[src/rtl/d5m_emu_pkg.sv]
// D5M sensor emulator: shared FSM states, pattern codes,
// LFSR seed/taps and Bayer levels.
package d5m_emu_pkg;

  typedef enum logic [2:0] {
    ST_IDLE,
    ST_FSTART,
    ST_LINE,
    ST_HBLANK,
    ST_VBLANK
  } state_t;

  localparam logic [1:0] PAT_XRAMP = 2'd0;
  localparam logic [1:0] PAT_YRAMP = 2'd1;
  localparam logic [1:0] PAT_BAYER = 2'd2;
  localparam logic [1:0] PAT_LFSR  = 2'd3;

  localparam logic [11:0] LFSR_SEED = 12'hACE;
  // taps 12,11,10,4 -> bits 11,10,9,3
  localparam logic [11:0] LFSR_TAPS = 12'hE08;

  localparam logic [11:0] BAYER_HI  = 12'hFFF;
  localparam logic [11:0] BAYER_MID = 12'h800;
  localparam logic [11:0] BAYER_LO  = 12'h000;

  function automatic logic [11:0] lfsr_step(
    input logic [11:0] v
  );
    return {v[10:0], ^(v & LFSR_TAPS)};
  endfunction

endpackage

[src/rtl/d5m_emu_lfsr.sv]
// D5M sensor emulator: 12-bit Fibonacci LFSR.
// value shows the seed while load is high.
module d5m_emu_lfsr
  import d5m_emu_pkg::*;
(
  input  logic        clk,
  input  logic        rst,
  input  logic        load,
  input  logic        adv,
  output logic [11:0] value
);

  logic [11:0] q;

  assign value = load ? LFSR_SEED : q;

  // hold, reseed, or advance past the value just emitted
  always_ff @(posedge clk) begin
    if (rst) q <= LFSR_SEED;
    else     q <= adv ? lfsr_step(value) : value;
  end

endmodule

[src/rtl/d5m_sensor_emu.sv]
// D5M camera transmit-side emulator (FVAL/LVAL/12-bit data).
// Optional `D5M_EMU_TRIGGER_EN adds iTRIG one-shot frame trigger.
module d5m_sensor_emu
  import d5m_emu_pkg::*;
#(
  parameter int H_ACTIVE  = 640,
  parameter int H_BLANK   = 160,
  parameter int V_ACTIVE  = 480,
  parameter int V_BLANK   = 20,
  parameter int FV_LV_DLY = 2
) (
  input  logic        iCLK,
  input  logic        iRST,
  input  logic        iEN,
`ifdef D5M_EMU_TRIGGER_EN
  input  logic        iTRIG,
`endif
  input  logic [1:0]  iPATTERN,
  output logic        oFVAL,
  output logic        oLVAL,
  output logic [11:0] oD,
  output logic [15:0] oFRAME_CNT,
  output logic        oFRAME_DONE
);

  localparam int VB_LEN = V_BLANK * (H_ACTIVE + H_BLANK);
  localparam int CW = $clog2(VB_LEN + FV_LV_DLY + 1);
  localparam int YW = $clog2(V_ACTIVE + 1);

  state_t        state, nstate;
  logic [CW-1:0] cnt, ncnt;
  logic [YW-1:0] y, ny;
  logic [1:0]    pat_q, pat_sel;
  logic [11:0]   nd, lfsr_val;
  logic          go, last_line, fdone_n;

  assign pat_sel   = (state == ST_FSTART) ? iPATTERN : pat_q;
  assign last_line = (y == YW'(V_ACTIVE - 1));
  assign fdone_n   = (state == ST_LINE) && (nstate == ST_VBLANK);

`ifdef D5M_EMU_TRIGGER_EN
  logic pend, enter_fs;

  assign enter_fs = (nstate == ST_FSTART) && (state != ST_FSTART);
  assign go       = iEN && (pend || iTRIG);

  // pending trigger, consumed when a frame starts
  always_ff @(posedge iCLK) begin
    if (iRST)          pend <= 1'b0;
    else if (enter_fs) pend <= 1'b0;
    else if (iTRIG)    pend <= 1'b1;
  end
`else
  assign go = iEN;
`endif

  d5m_emu_lfsr u_lfsr (
    .clk   (iCLK),
    .rst   (iRST),
    .load  (state == ST_FSTART),
    .adv   (nstate == ST_LINE),
    .value (lfsr_val)
  );

  // timing FSM state, in-state cycle counter and row counter
  always_ff @(posedge iCLK) begin
    if (iRST) begin
      state <= ST_IDLE;
      cnt   <= '0;
      y     <= '0;
      pat_q <= PAT_XRAMP;
    end else begin
      state <= nstate;
      cnt   <= ncnt;
      y     <= ny;
      if (state == ST_FSTART) pat_q <= iPATTERN;
    end
  end

  // next state, counters and next pixel value
  always_comb begin
    nstate = state;
    ncnt   = cnt + 1'b1;
    ny     = y;
    nd     = 12'h000;
    unique case (state)
      ST_IDLE: begin
        if (go) nstate = ST_FSTART;
      end
      ST_FSTART: begin
        ny = '0;
        if (cnt == CW'(FV_LV_DLY - 1)) nstate = ST_LINE;
      end
      ST_LINE: begin
        if (cnt == CW'(H_ACTIVE - 1)) begin
          nstate = last_line ? ST_VBLANK : ST_HBLANK;
          ny     = last_line ? '0 : y + 1'b1;
        end
      end
      ST_HBLANK: begin
        if (cnt == CW'(H_BLANK - 1)) nstate = ST_LINE;
      end
      ST_VBLANK: begin
        if (cnt == CW'(VB_LEN - 1))
          nstate = go ? ST_FSTART : ST_IDLE;
      end
      default: nstate = ST_IDLE;
    endcase
    if (nstate != state) ncnt = '0;
    if (nstate == ST_LINE) begin
      unique case (pat_sel)
        PAT_XRAMP: nd = 12'(ncnt);
        PAT_YRAMP: nd = 12'(ny);
        PAT_BAYER: begin
          unique case ({ny[0], ncnt[0]})
            2'b00:   nd = BAYER_MID;
            2'b01:   nd = BAYER_HI;
            2'b10:   nd = BAYER_LO;
            default: nd = BAYER_MID;
          endcase
        end
        default:   nd = lfsr_val;
      endcase
    end
  end

  // registered outputs aligned to the state being entered
  always_ff @(posedge iCLK) begin
    if (iRST) begin
      oFVAL       <= 1'b0;
      oLVAL       <= 1'b0;
      oD          <= 12'h000;
      oFRAME_DONE <= 1'b0;
      oFRAME_CNT  <= 16'h0000;
    end else begin
      oFVAL       <= nstate inside {ST_FSTART, ST_LINE, ST_HBLANK};
      oLVAL       <= (nstate == ST_LINE);
      oD          <= nd;
      oFRAME_DONE <= fdone_n;
      oFRAME_CNT  <= oFRAME_CNT + {15'h0, fdone_n};
    end
  end

endmodule

[config.mk]
export PLATFORM = sky130hd
export DESIGN_NAME = d5m_sensor_emu
export DESIGN_NICKNAME = d
export VERILOG_FILES = /design/src/rtl/d5m_emu_pkg.sv /design/src/rtl/d5m_emu_lfsr.sv /design/src/rtl/d5m_sensor_emu.sv
export SDC_FILE = /design/constraint.sdc
export NUM_CORES = 1
export LEC_CHECK = 0
export ABC_AREA = 1
export CORE_MARGIN = 8
export CORE_UTILIZATION = 40
export CTS_CLUSTER_SIZE = 16
export DETAILED_ROUTE_END_ITERATION = 16
export HOLD_SLACK_MARGIN = 0.08
export PLACE_DENSITY = 0.72
export REMOVE_ABC_BUFFERS = 1
export SYNTH_ARGS = -nofsm -noshare
export SYNTH_HDL_FRONTEND = slang
export SYNTH_SLANG_ARGS = --single-unit
[constraint.sdc]
create_clock -name iCLK -period 2.3 [get_ports iCLK]
set_input_delay 0.46 -clock iCLK [delete_from_list [all_inputs] [get_ports iCLK]]
set_output_delay 0.46 -clock iCLK [all_outputs]
set_load 0.005 [all_outputs]
==> results summary, run 1 <==
The final weighted congestion in routability-driven placement came out at 0.903. Row generation in the floorplan step produced 35 rows. The async set-or-reset flop fraction in the synthesized netlist came out at 0%.

The detailed-routing iteration count for the pre-antenna-repair pass came out at 4. The switching part of the total power came out at between 30% and 40%. The worst setup path is launched from a flop.

The antenna diode count is 0. The share of the yosys chip area belonging to registers came out at about 37%. For this run, the post-layout net count is 637. The critical path class is reg2reg. The number of antenna violations at the first check in global routing came out at 0. Summed over all instances, the cell type with the most area after synthesis is sky130_fd_sc_hd__dfxtp_1. In this run the deepest clock path goes through 2 buffers. The via count of the first global-routing pass is 3503. The post-route fraction of the period consumed by the critical path came out at 111%. The number of clock buffers added by TritonCTS is 9.

The worst setup path is captured at a flop. The final clock skew is 0.00530 ns. The count of mapped cells out of synthesis is 540. The clock period minus worst slack is 2.55 ns.

The combinational group share of total power is 20.3%. The synthesized cell area is roughly 3800 µm². The final reports fail on setup timing.

Entering global routing, the biggest net connects 28 pins. The count of flip-flops with a built-in enable after synthesis is 0. The largest fanout of any net on the critical path is 4. The startpoint identified for the worst register-to-register timing path is y[0]. The post-route netlist has 22.6% of its cells at a drive strength greater than 1.

For the worst-skew pair, the clock arrives at the later sink with an insertion delay of around 0.36 ns. The worst min-delay path startpoint is oFRAME_CNT[15]. The H-tree was split into 3 levels.

The capture point of the worst reg-to-reg path is oFRAME_CNT[14]. The routed layout has 3706 vias. The post-DP HPWL came out at 7050 µm. In this run, the number of DRC markers left after iteration 0 of detailed routing was 256. Counting cells, the worst reg-to-reg path comes to 16. The wire length of the first global-routing pass came out at 15900 µm.

The cell area after placement is roughly 4500 µm². The critical-path cell with the highest stage delay is sky130_fd_sc_hd__dfxtp_2. The total internal power is 2.00 mW. The DRC violation count after routing came out at 0.

For this run, the top clock speed supported by timing is 392 MHz. The remaining global-route overflow is 0. The hold violation total from the final report is 0. The worst slew margin relative to its limit came out at 75.8%. The final wirelength came out at between 9000 and 10000 µm. The non-filler instance count after layout is 761. The worst hold path belongs to the class reg2reg. The flow ran to the end, but the final reports show violations. Data on the critical path arrives at its endpoint at approximately 2.8 ns. The worst-case vdd ir drop is ~0.35 mV. Across all setup checks in the final design, the least slack found is -0.253 ns.

The mean instance size in the synthesized netlist is 7.03 µm². Of the post-synthesis cell area, the dominant cell type holds 37.4%. Walking the worst path, the cells encountered are ha_4 > nand3_2 > inv_2 > nand2_2 > nor2_4 > nand3_2 > inv_2 > ha_4 > ha_4 > nand2_4 > nor3_4 > and2_4 > nand4_1 > nor4_2 > a21oi_1 > o21a_1. The design area came out at roughly 5000 µm². The critical path data required time is 2.56 ns. The synthesized design contains between 70 and 80 register bits.

Setup repair after global routing could not meet its margin everywhere. The global-route total usage across every layer is 15.3%. In this run the clock root is driven by a sky130_fd_sc_hd__clkbuf_8. At the pin with the least slew margin, the transition time is 0.359 ns. The total power is 2.92 mW. The areal power density over the cells is a little under 600 nW/µm². The clock transition time at the flip-flop clock pins of the worst setup and hold paths is 0.08 ns. The floorplan step defined a die boundary enclosing between 10000 and 15000 µm².

The total number of clock tree sinks came out at 71. The layout-stage area growth over the synthesis result came out at 31.7%. sky130_fd_sc_hd__nand2_1 is the most common cell in the netlist.

The quantity of I/O buffers inserted on ports came out at 35. The CTS tree is yes. The cell occurring most often along the worst timing path is sky130_fd_sc_hd__ha_4. Counting distinct cell types in the post-synthesis netlist gives 45.

The number of nets with antenna violations after detailed routing is 0. The region available for standard cell placement spans 9240 µm². The initial core utilization came out at 41.1%. 36 I/O pins were placed. From bottom edge to top edge, the die measures 113 µm. The sequential share of power came out at between 40% and 50%. In the synthesized netlist the dominant register cell turns out to be sky130_fd_sc_hd__dfxtp_1. The placed cell count came out at 734. The number of setup violations in the final report is 5. The endpoint with the worst hold slack is oFRAME_CNT[15]. For this run, the slowest stage of the critical path takes 0.36 ns.

The max-slew violation total from the final report was 0. In the routed layout, each cell is associated on average with a via count of ~5. The slack of the worst reg-to-reg path came out at -0.25 ns.

Counting instances in the post-synthesis netlist gives the leading cell types as 106 x sky130_fd_sc_hd__nand2_1, 71 x sky130_fd_sc_hd__dfxtp_1, 70 x sky130_fd_sc_hd__inv_1. After synthesis, the cell types taking the most area are sky130_fd_sc_hd__dfxtp_1 37%, sky130_fd_sc_hd__nand2_1 10%, sky130_fd_sc_hd__inv_1 6.9%. The total of max-cap violations is 0. The routed wire length per instance came out at 12.9 µm.

The horizontal die dimension is ~110 µm. The clock share of power is 35.5%. The leakage dissipation is 2.23 nW. The number of buffers inserted by hold repair at cts is 0. The worst hold path was traced through 2 stages.

The switching power of the nets is 922 µW. The number of warnings reported in the yosys synthesis log came out at 0.
==> state kept, by name, indices dropped and copies added, names as in the netlist <==
name         flops
cnt             14
oD              12
oFRAME_CNT      16
oFRAME_DONE      1
oFVAL            1
oLVAL            1
pat_q            2
state            3
u_lfsr.q        12
y                9
==> placed cells by master (no fill, tap or decap), drive strengths merged, types with 2 or more instances in the layout <==
cell / Yosys / routed
clkdlybuf4s50: 0 / 35
nor3b: 2 / 2
nand2: 118 / 118
nor2: 77 / 77
a21oi: 30 / 30
o211ai: 7 / 7
a31oi: 3 / 3
o21ai: 28 / 28
clkbuf: 6 / 12
buf: 8 / 55
clkinv: 0 / 2
dfxtp: 71 / 71
xor2: 10 / 10
ha: 5 / 5
nand3: 45 / 45
or2: 3 / 3
inv: 81 / 81
nand4: 15 / 15
nor3: 20 / 20
==> critical path: cells and delay by family (launching register included) <==
family | cells | cell delay, ns
AO/OA/AOI/OAI | 2 | 0.22
buffers and inverters | 2 | 0.16
AND/OR/NAND/NOR | 9 | 1.28
adder cells (fa/ha/maj) | 3 | 0.43
flip-flops | 1 | 0.36
==> final cells by class <==
| cell class | count | area, µm² |
|---|---|---|
| Tap cell | 129 | 161 |
| Timing Repair Buffer | 90 | 767 |
| Fill cell | 826 | 4240 |
| Multi-Input combinational cell | 374 | 2140 |
| Inverter | 81 | 307 |
| Clock buffer | 12 | 145 |
| Clock inverter | 4 | 55.1 |
| Sequential cell | 71 | 1430 |
==> metal layers <==
metal  track usage (%)  wire (µm)  vias up
met2              24.5       4460       80
li1                  -          -     1919
met5                 0          0        -
met4              8.53        323        0
met1              17.6       4490     1685
met3              5.02        543       22
==> metrics by stage <==
step | utilization (%) | hold slack [ns] | TNS (ns) | setup slack (ns)
6_report | 54.1 | 0.470 | -0.897 | -0.253
3_3_place_gp | 49.2 | 0.458 | -1.16 | -0.304
3_5_place_dp | 49.2 | 0.464 | -1.66 | -0.390
2_1_floorplan | - | 0.433 | -2.18 | -0.449
4_1_cts | 52.7 | 0.475 | -0.984 | -0.281
5_1_grt | 54.1 | 0.516 | -2.13 | -0.433
==> what timing repair did <==
action | in CTS | in global routing
endpoints found under the setup margin | 7 | 18
setup buffers | 6 | 5
gates resized for setup | 19 | 24
pin swaps | 14 | 13
==> cells by family (layout without fill, tap and decap cells) <==
kind of cell / after synthesis / after routing / share of synthesized area [%]
AOI/OAI and AO/OA: 74 / 74 / 11.4
xor gates and xnor gates: 11 / 11 / 2.54
adders and majority gates: 5 / 5 / 1.65
buffers and inverters: 95 / 187 / 10.4
DFF: 71 / 71 / 37.4
and+or+nand+nor: 284 / 284 / 36.5
==> worst max path at each step <==
stage / slack, ns / from / endpoint / cells past startpoint
5_1_grt: -0.43 / y[1] / oFRAME_CNT[14] / 16
2_1_floorplan: -0.45 / cnt[0] / oFRAME_CNT[14] / 16
3_5_place_dp: -0.39 / cnt[0] / oFRAME_CNT[14] / 16
6_report: -0.25 / y[0] / oFRAME_CNT[14] / 16
4_1_cts: -0.28 / cnt[1] / oFRAME_CNT[15] / 18
3_3_place_gp: -0.30 / cnt[0] / oFRAME_CNT[15] / 18
==> power by group through the flow <==
stage	logic [mW]	clock network, mW	registers, mW
floorplan	0.414	0	1.32
CTS	0.585	1.06	1.29
finish	0.594	1.04	1.29
detailed placement	0.581	0	1.32
global placement	0.568	0	1.31
global route	0.662	1.11	1.30
Note: power is estimated with default switching activity, not from simulation.
==> inputs of run 2 (changes only) <==
--- a/config.mk
+++ b/config.mk
@@ -13,6 +13,9 @@
 export HOLD_SLACK_MARGIN = 0.08
 export PLACE_DENSITY = 0.72
 export REMOVE_ABC_BUFFERS = 1
+export SETUP_SLACK_MARGIN = 0.3
 export SYNTH_ARGS = -nofsm -noshare
 export SYNTH_HDL_FRONTEND = slang
+export SYNTH_HIERARCHICAL = 1
 export SYNTH_SLANG_ARGS = --single-unit
+export TNS_END_PERCENT = 50
==> results summary, run 2 <==
The mean number of vias per cell is 5.09 (+4.6%). The total CTS buffers came out at 9 (unchanged). The post-route fraction of the period consumed by the critical path came out at 116% (+4.9 points).

The hold slack is 0.486 ns (+0.0153 ns). The number of buffers on the longest clock path is 2 (unchanged). The slowest stage of the critical path is the sky130_fd_sc_hd__dfxtp_2 cell. The horizontal die dimension came out at 113 µm (-0.40%). The largest net degree at the start of global routing is 29 (+3.6%).

The largest registers in the layout are oFRAME_CNT x16, cnt x14. The max-slew violation total from the final report is 0 (unchanged). The area of the placeable core came out at 9200 µm² (-0.47%). The clock period minus worst slack came out at 2.67 ns (+0.114 ns). By startpoint and endpoint, the worst setup path is classified as reg2reg. The detailed-routing iteration count for the pre-antenna-repair pass is 5 (+1). The clock transition time at the flip-flop clock pins of the worst setup and hold paths is 0.08 ns (about the same).

The number of flip-flops under the largest register name is 16 (unchanged). The async set-or-reset flop fraction in the synthesized netlist came out at 0% (unchanged). The leakage dissipation came out at 2.46 nW (+10%).

The DRC violation count after routing was 0 (unchanged). The remaining global-route overflow is 0 (unchanged). The cell family contributing the most delay on the critical path is buffers and inverters.

The count of buffer and inverter cells on the critical path is 14 (+12). The arrival time of data at the critical path endpoint came out at 2.96 ns (+0.15 ns). The startpoint identified for the worst hold timing path is oFRAME_CNT[15]. The share of final-layout standard cells stronger than drive strength 1 came out at 32.5% (+9.9 points).

The number of nets with antenna violations after detailed routing is 0 (unchanged). The final weighted congestion in routability-driven placement is 0.897 (-0.66%). The number of fill cells in the layout was 777 (-5.9%). The placed cell count came out at 717 (-2.3%). The worst-case vdd ir drop came out at 0.278 mV (-20%). The final clock skew is 0.0113 ns (+0.00602 ns). The critical path launch point is cnt[1]. The global-route track usage on met1 came out at 18.3% (+0.67 points).

Ranked by instance count, the synthesized netlist is headed by 102 x sky130_fd_sc_hd__nand2_1, 81 x sky130_fd_sc_hd__nor2_1, 72 x sky130_fd_sc_hd__inv_1. The antenna diode count is 0 (unchanged). The total of max-cap violations is 0 (unchanged). The stage delay of the slowest cell on the critical path came out at 0.34 ns (-0.02 ns). STA classifies the critical path startpoint as a flop.

The worst setup slack after layout is -0.367 ns (-0.114 ns). The met2 usage came out at 28.9% (+4.3 points). The hold violation total from the final report is 0 (unchanged). The total area of sequential cells came out at 1430 µm² (unchanged).

The largest register by flop count is oFRAME_CNT. The most frequent cell after synthesis is sky130_fd_sc_hd__nand2_1. The count of mapped cells out of synthesis came out at 537 (-0.56%). The number of antenna violations at the first check in global routing came out at 0 (unchanged). The achievable frequency came out at 375 MHz (-4.3%). The non-filler instance count after layout is 782 (+2.8%). The flow ran to the end, but the final reports show violations. The count of flip-flops with a built-in enable after synthesis came out at 0 (unchanged). The number of warnings reported in the yosys synthesis log came to 6 (+6). The quantity of I/O buffers inserted on ports came to 35 (unchanged). The share of the synthesized area in the top cell type came to 37.8% (+0.35 points). The full die area came to 12800 µm² (-0.79%). The post-DP HPWL is 6960 µm (-1.3%).

The wire length of the first global-routing pass came to 17600 µm (+11%). The biggest area contributor in the post-synthesis netlist is sky130_fd_sc_hd__dfxtp_1. The number of setup violations in the final report is 46 (+41). The cell at the root of the clock tree is sky130_fd_sc_hd__clkbuf_8. The areal power density over the cells is 539 nW/µm² (-7.7%). Setup repair after global routing could not meet its margin everywhere. TritonCTS built the clock tree. The number of unique standard cell types used by synthesis came to 43 (-4.4%). The starting DRC count in detailed routing is 202 (-21%). The total number of clock tree sinks came out at 71 (unchanged).

The number of buffers inserted by hold repair at cts is 0 (unchanged). The count of pins on the block boundary came out at 36 (unchanged). The signal on the critical path passes through ha_4 > nand2_4 > inv_4 > buf_4 > buf_4 > buf_4 > buf_4 > buf_4 > buf_4 > buf_4 > buf_4 > buf_6 > buf_6 > buf_6 > buf_4 > buf_6 > nor2_4 > nand4_1 > nand2_1 > nor2_2 > nor2_1. The met3 usage came to 4.85% (-0.17 points). The global-route total usage across every layer is 17.0% (+1.7 points). The final net count came out at 677 (+6.3%).

The number of rows in the core area came out at 35 (unchanged). The path class of the tightest hold or removal check is reg2reg. The clock latency at the later pin of the worst-skew pair was 0.36 ns (about the same). The synthesized cell area came out at 3760 µm² (-0.92%).

The sort of element at the end of the critical path is a flop. The number of H-tree levels is 3 (unchanged). The layer flagged by global routing as most heavily used is met2.

In the synthesized netlist the dominant register cell turns out to be sky130_fd_sc_hd__dfxtp_1. The floorplan die height came out at 113 µm (-0.40%). The final reports fail on setup timing. The library cell used most frequently in the layout, excluding fill and tap cells, is sky130_fd_sc_hd__nand2_1. The via count is 3982 (+7.4%).

The initial core utilization was 40.9% (-0.19 points). After synthesis, the cell types taking the most area are sky130_fd_sc_hd__dfxtp_1 38%, sky130_fd_sc_hd__nand2_1 10%, sky130_fd_sc_hd__nor2_1 8.1%. The area occupied by multi-input gates came out at 2180 µm² (+2.0%).

The layout-stage area growth over the synthesis result came out at 45.3%. The final wirelength is 10900 µm (+11%). The via count of the first global-routing pass came out at 4034 (+15%).

The actual slew at the worst max-slew pin came out at 0.448 ns (+0.0896 ns). The worst slew margin relative to its limit is 70.0% (-5.8 points). The share of the yosys chip area belonging to registers came out at 37.8% (+0.35 points). The flop and latch count out of synthesis is 71 (unchanged). The worst flop-to-flop path startpoint is cnt[1]. In the layout the commonest cells are 88 x sky130_fd_sc_hd__nand2_1, 72 x sky130_fd_sc_hd__buf_4, 67 x sky130_fd_sc_hd__inv_1, 67 x sky130_fd_sc_hd__dfxtp_1, 65 x sky130_fd_sc_hd__nor2_1.

The cell occurring most often along the worst timing path is sky130_fd_sc_hd__buf_4. The critical path data required time came out at 2.59 ns (+0.03 ns). The routed wire length per instance came out at 14.0 µm (+8.3%). The largest fanout of any net on the critical path came out at 2 (-2). The mean instance size in the synthesized netlist was 7.01 µm² (-0.37%).
-- run 2: per-layer routing --
layer | part of all wire, % | vias to the layer above
met5 | 0 | -
met4 | 3.9 | 0
met3 | 5.8 | 36
met2 | 49 | 131
met1 | 41 | 1838
li1 | - | 1977
-- run 2: path summary, 6_finish.rpt --
| kind | to | slack (ns) | cells after the start |
|---|---|---|---|
| worst max-delay path | oD[2] | -0.37 | 21 |
| worst min-delay path | oFRAME_CNT[15] | 0.49 | 2 |
| worst max register to register | oD[2] | -0.37 | 21 |
| worst min register to register | oFRAME_CNT[15] | 0.49 | 2 |
-- run 2: worst min-delay path: cells and delay by family, from the launching register on --
kind                   cells  cell delay, ns
AOI/OAI and AO/OA          1            0.05
buffers and inverters      1            0.07
DFF                        1            0.32
-- run 2: layout make-up --
class                   count  area share (%)
repair buffers            133            21.5
multi-input cells         368            39.9
clock inverters             6            1.58
flip-flops and latches     71            26.1
inverters                  84            6.04
clock buffers               9            2.27
well taps                 111            2.54
-- run 2: timing repair --
action,CTS,global route
setup endpoints to repair,49,56
gates resized for setup,80,35
setup buffers,45,4
gates cloned,1,0
pin swaps,33,29
-- run 2: cells by family after synthesis --
group / Yosys count / share of synthesized area (%)
fa+ha+maj: 5 / 1.66
flops: 71 / 37.8
compound gates: 69 / 10.3
simple gates: 286 / 37.1
buf+inv: 98 / 11.2
xor+xnor: 8 / 1.86
-- run 2: through the flow --
stage	setup slack [ns]	setup TNS (ns)	power, mW	instance area [µm²]	utilization [%]
2_1_floorplan	-0.320	-1.02	1.65	3660	-
3_3_place_gp	-0.288	-0.881	1.78	4510	49.0
3_5_place_dp	-0.489	-1.94	1.79	4510	49.0
4_1_cts	-0.369	-9.50	2.92	5290	57.5
5_1_grt	-0.467	-16.18	3.09	5470	59.4
6_report	-0.367	-11.11	2.95	5470	59.4
-- run 2: power by group --
| part | switching, mW | internal (mW) | leakage (nW) | total [mW] |
|---|---|---|---|---|
| registers | 0.0163 | 1.27 | 0.576 | 1.28 |
| clock network | 0.487 | 0.602 | 0.105 | 1.09 |
| logic | 0.374 | 0.203 | 1.78 | 0.576 |
==> inputs of run 3 (changes only) <==
--- a/config.mk
+++ b/config.mk
@@ -11,7 +11,7 @@
 export CTS_CLUSTER_SIZE = 16
 export DETAILED_ROUTE_END_ITERATION = 16
 export HOLD_SLACK_MARGIN = 0.08
-export PLACE_DENSITY = 0.72
+export PLACE_DENSITY = 0.58
 export REMOVE_ABC_BUFFERS = 1
 export SETUP_SLACK_MARGIN = 0.3
 export SYNTH_ARGS = -nofsm -noshare
==> results summary, run 3 (synthesized netlist as in run 2, its figures left out) <==
The final clock skew came to 0.0135 ns (+0.00220 ns). The most critical setup path has its endpoint at oD[6]. The checks that failed: setup timing. The sequential share of power is 43.4% (about the same).

The number of fill cells in the layout was 789 (+1.5%). The largest registers in the layout are oFRAME_CNT x16, cnt x14. The met3 usage came out at 4.37% (-0.48 points). The critical path starts at cnt[0]. The actual slew at the worst max-slew pin is 0.455 ns (+0.00674 ns). The clock transition time at the flip-flop clock pins of the worst setup and hold paths came to 0.08 ns (about the same). The mean number of vias per cell came out at 4.87 (-4.3%).

The number of nets with antenna violations after detailed routing is 0 (unchanged). The DRC violation count after routing is 0 (unchanged). The hold slack came out at 0.476 ns (-0.00958 ns).

The final weighted congestion in routability-driven placement came out at 0.876 (-2.3%). TritonCTS built the clock tree. The critical path class is reg2reg. The final net count is 667 (-1.5%). The number of antenna violations at the first check in global routing came out at 0 (unchanged).

The worst setup slack after layout was -0.343 ns (+0.0236 ns). The floorplan die height is 113 µm (unchanged). The hold violation total from the final report came to 0 (unchanged). The largest net degree at the start of global routing is 29 (unchanged).

The critical path data required time came out at 2.59 ns (about the same). The remaining global-route overflow was 0 (unchanged). The startpoint identified for the worst register-to-register timing path is cnt[0]. The number of H-tree levels came out at 3 (unchanged). The worst setup path is launched from a flop. The share of final-layout standard cells stronger than drive strength 1 came to 32.6% (+0.14 points).

The slack of the worst reg-to-reg path is -0.34 ns (+0.02 ns). The path class of the tightest hold or removal check is reg2reg. Ranked by flip-flop count, first place goes to oFRAME_CNT. The global-route track usage on met1 is 19.0% (+0.66 points). The via count is 3767 (-5.4%). The library cells used most frequently in the layout, excluding fill and tap cells, are 90 x sky130_fd_sc_hd__nand2_1, 68 x sky130_fd_sc_hd__inv_1, 67 x sky130_fd_sc_hd__dfxtp_1. Setup repair after global routing could not meet its margin everywhere. The length in cells of the worst reg-to-reg path came out at 22 (+4.8%). The number of buffers inserted by hold repair at cts came out at 0 (unchanged). The global-route total usage across every layer came out at 15.8% (-1.2 points). The clock latency at the later pin of the worst-skew pair came out at 0.35 ns (about the same). The areal power density over the cells came out at 537 nW/µm² (-0.40%). The post-route fraction of the period consumed by the critical path came out at 115% (-1.0 points). The number of rows in the core area came to 35 (unchanged). The switching part of the total power is 30.4% (+0.68 points).

The met2 usage is 26.5% (-2.3 points). The number of setup violations in the final report came out at 31 (-33%). The post-DP HPWL came out at 6880 µm (-1.1%).

The number of flip-flops under the largest register name came to 16 (unchanged). The total power is 2.95 mW (+0.10%). The clock period minus worst slack came out at 2.64 ns (-0.0236 ns). The switching power of the nets is 898 µW (+2.4%).

The antenna diode count came out at 0 (unchanged). The detailed-routing iteration count for the pre-antenna-repair pass came out at 4 (-1). The total CTS buffers came to 9 (unchanged). The total internal power is 2.05 mW (-0.87%). The commonest non-fill, non-tap cell in the layout is sky130_fd_sc_hd__nand2_1. The largest fanout of any net on the critical path was 8 (+6). The wire length of the first global-routing pass is 16500 µm (-6.3%). The full die area came out at 12800 µm² (unchanged). The total area of sequential cells was 1430 µm² (unchanged). The cell at the root of the clock tree is sky130_fd_sc_hd__clkbuf_8. The horizontal die dimension was 113 µm (unchanged). The layout-stage area growth over the synthesis result is 46.0%.

The initial core utilization is 40.9% (unchanged). The area occupied by multi-input gates came out at 2260 µm² (+3.6%). The number of buffers on the longest clock path came out at 2 (unchanged). The worst slew margin relative to its limit was 69.6% (-0.37 points). The routed wire length per instance is 13.1 µm (-5.9%). The arrival time of data at the critical path endpoint was 2.93 ns (-0.03 ns).

The starting DRC count in detailed routing is 143 (-29%). The count of pins on the block boundary is 36 (unchanged). The total of max-cap violations is 0 (unchanged).

The total number of clock tree sinks is 71 (unchanged). The flow ran to the end, but the final reports show violations. The area of the placeable core came out at 9200 µm² (unchanged). The leakage dissipation came out at 2.42 nW (-1.9%). The combinational group share of total power came to 21.5% (+2.0 points).

met2 is the most crowded layer. The worst register-to-register path ends at oD[6]. The quantity of I/O buffers inserted on ports is 35 (unchanged). In this run the most critical hold path is launched from oFRAME_CNT[15]. The final wirelength is 10200 µm (-7.0%). The worst-case vdd ir drop came to 0.273 mV (-1.9%). The via count of the first global-routing pass came out at 3590 (-11%). The max-slew violation total from the final report came out at 0 (unchanged). The final setup TNS came out at -7.93 ns (+3.18 ns). The clock share of power came out at 35.0% (-1.9 points). The sort of element at the end of the critical path is a flop. The achievable frequency came to 378 MHz (+0.89%).
## run 3: changes by cell type in the layout (fill, tap and decap cells not counted), moves of 2 or more
| cell | delta |
|---|---|
| sky130_fd_sc_hd__clkinv_2 | -2 |
| sky130_fd_sc_hd__inv_6 | +2 |
| sky130_fd_sc_hd__nor3_2 | +4 |
| sky130_fd_sc_hd__nor2_4 | +9 |
| sky130_fd_sc_hd__nor3_1 | -4 |
| sky130_fd_sc_hd__nor2_1 | -9 |
| sky130_fd_sc_hd__buf_4 | -11 |
| sky130_fd_sc_hd__nand2_4 | -2 |
| sky130_fd_sc_hd__nand2_1 | +2 |
| sky130_fd_sc_hd__o21ai_2 | -2 |
## run 3: final cells by class
class | count | share of cell area (%)
clock inverters | 5 | 1.16
inverters | 84 | 5.88
well taps | 111 | 2.53
repair buffers | 123 | 20.7
flip-flops and latches | 71 | 26.0
multi-input cells | 368 | 41.2
clock buffers | 11 | 2.57
## run 3: worst min path at each step
stage / endpoint / slack, ns / cells after the start
global route: oFRAME_CNT[15] / 0.55 / 2
detailed placement: oFRAME_CNT[15] / 0.46 / 2
global placement: oFRAME_CNT[15] / 0.46 / 2
CTS: oFRAME_CNT[15] / 0.48 / 2
floorplan: cnt[0] / 0.44 / 1
finish: oFRAME_CNT[15] / 0.48 / 2
## run 3: layer usage
| layer | wire length, µm | part of all wire, % |
|---|---|---|
| met1 | 4530 | 45 |
| met3 | 489 | 4.8 |
| met4 | 224 | 2.2 |
| met5 | 0 | 0 |
| met2 | 4910 | 48 |
## run 3: what timing repair did
item / CTS / global route
cloned: 0 / 1
pin swaps: 28 / 41
hold endpoints to repair: 0 / 0
endpoints found under the setup margin: 47 / 55
buffers inserted: 32 / 7
gates resized for setup: 78 / 54
## run 3: worst max-delay path: stages (launching register included)
cell and delay, ns:
sky130_fd_sc_hd__dfxtp_2 0.34, sky130_fd_sc_hd__ha_4 0.16, sky130_fd_sc_hd__nand2_2 0.07, sky130_fd_sc_hd__inv_2 0.05
sky130_fd_sc_hd__nand2_4 0.06, sky130_fd_sc_hd__nor2_4 0.05, sky130_fd_sc_hd__nand2_4 0.06, sky130_fd_sc_hd__nor3_4 0.05
sky130_fd_sc_hd__buf_4 0.13, sky130_fd_sc_hd__buf_6 0.10, sky130_fd_sc_hd__buf_6 0.10, sky130_fd_sc_hd__buf_6 0.10
sky130_fd_sc_hd__buf_6 0.10, sky130_fd_sc_hd__buf_6 0.10, sky130_fd_sc_hd__buf_6 0.10, sky130_fd_sc_hd__buf_6 0.10
sky130_fd_sc_hd__buf_6 0.11, sky130_fd_sc_hd__o21ai_4 0.12, sky130_fd_sc_hd__buf_8 0.16, sky130_fd_sc_hd__nand4_4 0.17
sky130_fd_sc_hd__nand2_8 0.18, sky130_fd_sc_hd__nor2_4 0.05, sky130_fd_sc_hd__nor2_2 0.09
## run 3: power groups by stage
stage               registers [mW]  clock network (mW)  logic [mW]
finish                        1.28                1.03       0.635
global placement              1.31                   0       0.486
CTS                           1.28                1.06       0.573
global route                  1.29                1.12       0.695
floorplan                     1.31                   0       0.341
detailed placement            1.31                   0       0.493
## run 3: metrics by stage
step | utilization [%] | instance area, µm² | worst slack, ns | instances
after global placement | 49.0 | 4510 | -0.334 | 717
final | 59.7 | 5490 | -0.343 | 773
after floorplan | - | 3660 | -0.320 | 523
after global routing | 59.7 | 5490 | -0.469 | 773
after CTS | 56.6 | 5200 | -0.306 | 765
after detailed placement | 49.0 | 4510 | -0.420 | 717
